`config.mk`:
```
export PLATFORM = sky130hd
export DESIGN_NAME = i281_datamem_n
export DESIGN_NICKNAME = d
export VERILOG_FILES = /design/src/rtl/i281_pkg.sv /design/src/rtl/i281_scan_fsm.sv /design/src/rtl/i281_datamem_n.sv
export SDC_FILE = /design/constraint.sdc
export NUM_CORES = 1
export LEC_CHECK = 0
export CAP_MARGIN = 20
export CORE_AREA = 2 2 115 117
export DETAILED_ROUTE_END_ITERATION = 10
export DIE_AREA = 0 0 117 119
export PLACE_DENSITY = 0.91
export SLEW_MARGIN = 40
export SYNTH_ARGS = -nofsm -noshare
export SYNTH_HDL_FRONTEND = slang
export SYNTH_HIERARCHICAL = 1
export SYNTH_SLANG_ARGS = --single-unit
```
`constraint.sdc`:
```
create_clock -name clock -period 5.21 [get_ports clock]
set_clock_uncertainty 0.1 [all_clocks]
set_input_delay 1.042 -clock clock [delete_from_list [all_inputs] [get_ports clock]]
set_output_delay 1.042 -clock clock [all_outputs]
set_load 0.05 [all_outputs]
```
`src/rtl/i281_pkg.sv`:
```
// Shared i281 definitions: data-memory default geometry and the scan-port state type.
package i281_pkg;
  localparam int I281_DWIDTH = 8;
  localparam int I281_DDEPTH = 16;

  typedef enum logic [1:0] {
    SCAN_IDLE,
    SCAN_BUSY,
    SCAN_DONE
  } scan_state_t;
endpackage

```
`src/rtl/i281_scan_fsm.sv`:
```
// Scan-out sequencer for the data memory: walks every index once under a valid/ready
// handshake and pulses scan_done after the last word. Runs regardless of the core run gate.
module i281_scan_fsm
  import i281_pkg::*;
#(
  parameter int DEPTH  = I281_DDEPTH,
  parameter int ADDR_W = $clog2(DEPTH)
) (
  input  logic              clock,
  input  logic              reset,
  input  logic              scan_start,
  input  logic              scan_ready,
  output logic              scan_valid,
  output logic [ADDR_W-1:0] scan_idx,
  output logic              scan_done
);
  localparam logic [ADDR_W-1:0] LAST = ADDR_W'(DEPTH - 1);

  scan_state_t state;

  // scan_valid is high exactly while BUSY, so a handshake reduces to scan_ready
  always_ff @(posedge clock) begin
    if (reset) begin
      state      <= SCAN_IDLE;
      scan_valid <= 1'b0;
      scan_idx   <= '0;
      scan_done  <= 1'b0;
    end else begin
      case (state)
        SCAN_IDLE: begin
          if (scan_start) begin
            state      <= SCAN_BUSY;
            scan_valid <= 1'b1;
            scan_idx   <= '0;
          end
        end
        SCAN_BUSY: begin
          if (scan_ready) begin
            if (scan_idx == LAST) begin
              state      <= SCAN_DONE;
              scan_valid <= 1'b0;
              scan_done  <= 1'b1;
              scan_idx   <= '0;
            end else begin
              scan_idx <= scan_idx + 1'b1;
            end
          end
        end
        SCAN_DONE: begin
          state     <= SCAN_IDLE;
          scan_done <= 1'b0;
        end
        default: begin
          state      <= SCAN_IDLE;
          scan_valid <= 1'b0;
          scan_done  <= 1'b0;
          scan_idx   <= '0;
        end
      endcase
    end
  end
endmodule

```
`src/rtl/i281_datamem_n.sv`:
```
// Parametrised i281 data memory with internal read-data register and flattened dump bus.
// Define DMEM_SCAN_EN to build the valid/ready scan-out port; otherwise scan outputs are 0.
module i281_datamem_n
  import i281_pkg::*;
#(
  parameter int WIDTH  = I281_DWIDTH,
  parameter int DEPTH  = I281_DDEPTH,
  parameter int ADDR_W = $clog2(DEPTH)
) (
  input  logic                   clock,
  input  logic                   reset,
  input  logic                   run,
  input  logic                   we,
  input  logic [ADDR_W-1:0]      addr,
  input  logic [WIDTH-1:0]       wdata,
  input  logic                   rd_en,
  output logic [WIDTH-1:0]       rdata,
  output logic [WIDTH-1:0]       rdata_q,
  output logic [DEPTH*WIDTH-1:0] dump,
  input  logic                   scan_start,
  output logic                   scan_valid,
  input  logic                   scan_ready,
  output logic [WIDTH-1:0]       scan_data,
  output logic [ADDR_W-1:0]      scan_idx,
  output logic                   scan_done
);
  localparam logic [ADDR_W:0] DEPTH_A = (ADDR_W + 1)'(DEPTH);

  logic [DEPTH-1:0][WIDTH-1:0] mem;
  logic                        in_range;

  // Non-power-of-two depths leave a hole in the address space: reads 0, writes dropped
  assign in_range = {1'b0, addr} < DEPTH_A;
  assign rdata    = in_range ? mem[addr] : '0;
  assign dump     = mem;

  // rdata_q samples the pre-edge array, giving read-before-write on a shared address
  always_ff @(posedge clock) begin
    if (reset) begin
      mem     <= '0;
      rdata_q <= '0;
    end else if (run) begin
      if (rd_en) rdata_q <= rdata;
      if (we && in_range) mem[addr] <= wdata;
    end
  end

`ifdef DMEM_SCAN_EN
  i281_scan_fsm #(
    .DEPTH  (DEPTH),
    .ADDR_W (ADDR_W)
  ) u_scan (
    .clock      (clock),
    .reset      (reset),
    .scan_start (scan_start),
    .scan_ready (scan_ready),
    .scan_valid (scan_valid),
    .scan_idx   (scan_idx),
    .scan_done  (scan_done)
  );

  assign scan_data = mem[scan_idx];
`else
  logic scan_unused;
  assign scan_unused = scan_start | scan_ready;
  assign scan_valid  = 1'b0;
  assign scan_data   = '0;
  assign scan_idx    = '0;
  assign scan_done   = 1'b0;
`endif
endmodule

```
======== Yosys cells after proc, flatten, opt, wreduce, memory -nomap -nowiden ========
Index checks and enable logic that the tools add are counted.
word-level totals
  register bits ........................... 136
  input bits .............................. 19
  word-level logic and storage cells ...... 27
cells by class
  $lt $le $gt $ge ......................... 2
  multiplexer cells ....................... 5
  reduce and logical (&&, ||, !) cells .... 3
operators by type and width
  cell                                                                                 number
  128-bit bitwise mux                                                                  1
  8-bit binary-select mux with 4-bit select                                            1
  8-bit demux with 4-bit select                                                        1
  8-bit two-way mux                                                                    2
  4-bit by 5-bit < comparator with 1-bit output, second input constant                 1
  4-bit by 1-bit greater-or-equal comparator with 1-bit output, second input constant  1
  2-bit AND reduction                                                                  2
  1-bit logical AND                                                                    1

======== Logic depth before layout (Yosys ltp) ========
  depth after elaboration ................. 5
  gate-level depth with buffers ........... 7

======== Least setup slack after synthesis ========
No wires, ideal clock.
  kind .................................... input port to output port
  start point ............................. input port addr[1]
  end point ............................... output port rdata[0]
  data arrival time ....................... 2.538 ns
  cell stages on the path ................. 5
  setup slack ............................. 1.530 ns
  path buffers ............................ 2
  cells stage by stage .................... buf_6 > buf_6 > mux4_2 > mux2i_1 > mux2i_1
between the ends
  longest elaborated chain between the ends .. 2
RTL lines
  item                                       RTL line              source
  start, declared                            i281_datamem_n.sv:14  input logic [ADDR_W-1:0] addr,
  8-bit binary-select mux with 4-bit select  i281_datamem_n.sv:34  assign rdata = in_range ? mem[addr] : '0;
  8-bit two-way mux (not written as such)    i281_datamem_n.sv:34
  end, declared                              i281_datamem_n.sv:17  output logic [WIDTH-1:0] rdata,
Every way passes these cells. The select of a mux whose other input is x is not followed.

======== Worst setup path in the final report ========
  start point ............................. input port addr[1]
  end point ............................... output port rdata[4]
The elaborated chain is that of the path after synthesis.

==> flow_summary.yaml <==
status:
  outcome: "completed"
floorplanning:
  initial_core_util_pct: 49.97
  num_io_pins: 177
  fp.dieH_um: 119
  dieArea_um2: 13920
  die_w_um: 117
  rows: 42
  coreArea_um2: 12870
synthesis:
  synth_cell_types: 28
  netlist_area_um2: 6434
  synth-simple-area-share_pct: 12.56
  async_reset_ff_share_pct: 0
  ys_ff_latch: 136
  synthMuxAreaShare_pct: 14.94
  synthCells: 726
  ys_warn_count: 6
  syn_avg_cell_area_um2: 8.862
  synth_top_family_by_area: "compound AO/OA/AOI/OAI gates"
  synth_ff_type: "dfxtp_1"
  synth_xor_area_share_pct: 0
  yosysSeqAreaShare_pct: 42.32
  synth_fa_ha_area_share_pct: 0
  synth_compound_area_share_pct: 21.08
  synth_edf_count: 0
sta:
  period_share_pct: 84.70
  fmax_mhz: 226.6
  fin_tns_setup_ns: 0
  fin_crit_ns: 4.413
  rsz0062_at_grt: "false"
  maxSlewViolCount: 0
  slew_headroom_pct: 43.48
  worst_pin_slew_ns: 0.8430
  setup_violations: 0
  hold_viol: 0
clock_tree:
  htree_levels: 4
  hold_buffers: 0
  cts_resized: 0
  cts_root_buffer: "clkbuf_16"
  clockBufferDepth: 2
  numCtsBuffers: 17
  cts_setup_buffers: 0
  clkTransAtPathRegs_ns: 0.06
  clock_latency_ns: 0.42
  clock-sinks: 136
  cts_tree: "built"
drt:
  wl_per_cell_um: 22.95
  drc: 0
  wl_mm: 23.12
  ant_nets: 0
  vias_per_cell: 6.672
  drt-pass1-iter-count: 7
  via_count: 6719
  drt_iter0_drc: 1232
critical_path:
  crit_path_end_kind: "primary output"
  cp-start-kind: "input port"
  cp.required_ns: 4.07
  path_class: "in2out"
  cp_max_fo: 22
  r2r_slack_ns: 3.53
  worst-endpoint-arrival_ns: 3.27
pwr:
  vdd_ir_drop_max_mv: 0.1867
  power_mw: 2.408
  leakage_nw: 2.728
  powerDensity_nw_per_um2: 287.2
placed_design:
  hpwl_mm: 13.83
  gp_congestion: 0.8947
  post_dp_cell_area_um2: 7850
  port_buffers: 160
grt:
  grt_max_degree: 69
  use_met2_pct: 50.36
  grt_pass1_wl_mm: 35.42
  grt_pass1_vias: 6252
  gr-total-overflow: 0
  met3_usage_pct: 8.397
  use_met1_pct: 42.81
  busiest_layer: "met2"
  grt_usage_pct: 32.93
  antenna_found_initial: 0
run:
  drv_cap: 0
finish:
  drive_gt1_share_pct: 11.07
  area_delta_synth_final_pct: 30.36
  num-nets-final: 841
  fin_area_um2: 8387
  antenna_cells: 0
  utilization_pct: 65.14
hold_path:
  hold_class: "reg2reg"
## cells in the mapped netlist, types with 2 or more instances
| master | number | area [um^2] |
|---|---|---|
| mux4_2 | 32 | 720.7 |
| and4b_1 | 2 | 20.02 |
| dfxtp_1 | 136 | 2723 |
| o21ai_0 | 123 | 615.6 |
| nor2b_1 | 2 | 12.51 |
| a21oi_1 | 129 | 645.6 |
| nand4b_1 | 3 | 26.28 |
| buf_1 | 7 | 26.28 |
| clkbuf_1 | 55 | 206.5 |
| buf_2 | 23 | 115.1 |
| mux2i_1 | 24 | 240.2 |
| nand2b_1 | 2 | 12.51 |
| o221ai_1 | 8 | 70.07 |
| buf_6 | 3 | 33.78 |
| nand2_1 | 10 | 37.54 |
| o21ai_1 | 5 | 25.02 |
| nand3_1 | 128 | 640.6 |
| buf_4 | 24 | 180.2 |
## worst paths after layout
check | cells after the start | endpoint | from
setup / recovery | 6 | rdata[4] | addr[1]
hold / removal | 2 | rdata_q[7] | rdata_q[7]
setup reg to reg | 3 | rdata_q[3] | dump[83]
hold reg to reg | 2 | rdata_q[7] | rdata_q[7]
## metrics by stage
step	hold WS [ns]	setup WS, ns	cells
CTS	0.3750	0.8180	1007
global placement	0.3469	0.8662	979
global route	0.3920	0.6196	1007
detailed placement	0.3582	0.8158	979
floorplan	0.6182	1.530	739
finish	0.3744	0.7972	1007
## worst max-delay path, stage by stage
cell and delay (ns):
buf_2 0.48, buf_4 0.46, mux4_2 0.58, mux2i_1 0.30, mux2i_1 0.16, buf_4 0.23
## sequential cells by signal, summed over array words and instances (netlist names)
| signal | count |
|---|---|
| dump | 128 |
| rdata_q | 8 |
## per-layer routing
metal / vias to the layer above / part of all wire (%) / wire length, um
li1: 2820 / - / -
met1: 3187 / 36 / 8341
met2: 584 / 46 / 10610
met3: 128 / 12 / 2777
met4: 0 / 6.0 / 1384
met5: - / 0 / 0
## final cells by class
type	instances	area [um^2]
clock inverters	4	45.04
clock buffers	24	491.7
multi-input cells	490	3208
repair buffers	177	1699
fillers	1007	4488
flip-flops and latches	136	2723
well taps	176	220.2
## cells by family (layout without fill, tap and decap cells)
logic type / after synthesis / count (layout)
AO/OA/AOI/OAI: 265 / 265
AND/OR/NAND/NOR: 155 / 155
flip-flops: 136 / 136
buffers and inverters: 113 / 205
multiplexers: 56 / 56
other: 1 / 14
## layout by cell type (no fill, tap or decap), types with 2 or more instances in the layout
cell / netlist / final
conb_1: 1 / 14
a21oi_1: 129 / 129
clkbuf_1: 55 / 3
o21ai_1: 5 / 5
clkinv_2: 0 / 3
nor2b_2: 0 / 2
clkbuf_8: 0 / 4
nand2_1: 10 / 9
mux2i_1: 24 / 24
and4b_1: 2 / 2
nand2b_2: 0 / 2
nand4b_1: 3 / 3
dfxtp_1: 136 / 136
o21ai_0: 123 / 123
buf_2: 23 / 2
buf_4: 24 / 25
clkdlybuf4s50_1: 0 / 150
o221ai_1: 8 / 8
clkbuf_16: 0 / 17
nand3_1: 128 / 128
mux4_2: 32 / 32
## where the power goes
part / internal [mW] / switching [mW]
Combinational: 0.0559 / 0.174
Clock: 0.693 / 0.430
Sequential: 1.05 / 0.00712
Total: 1.80 / 0.611
No activity file was read; power rests on OpenSTA's default activity.
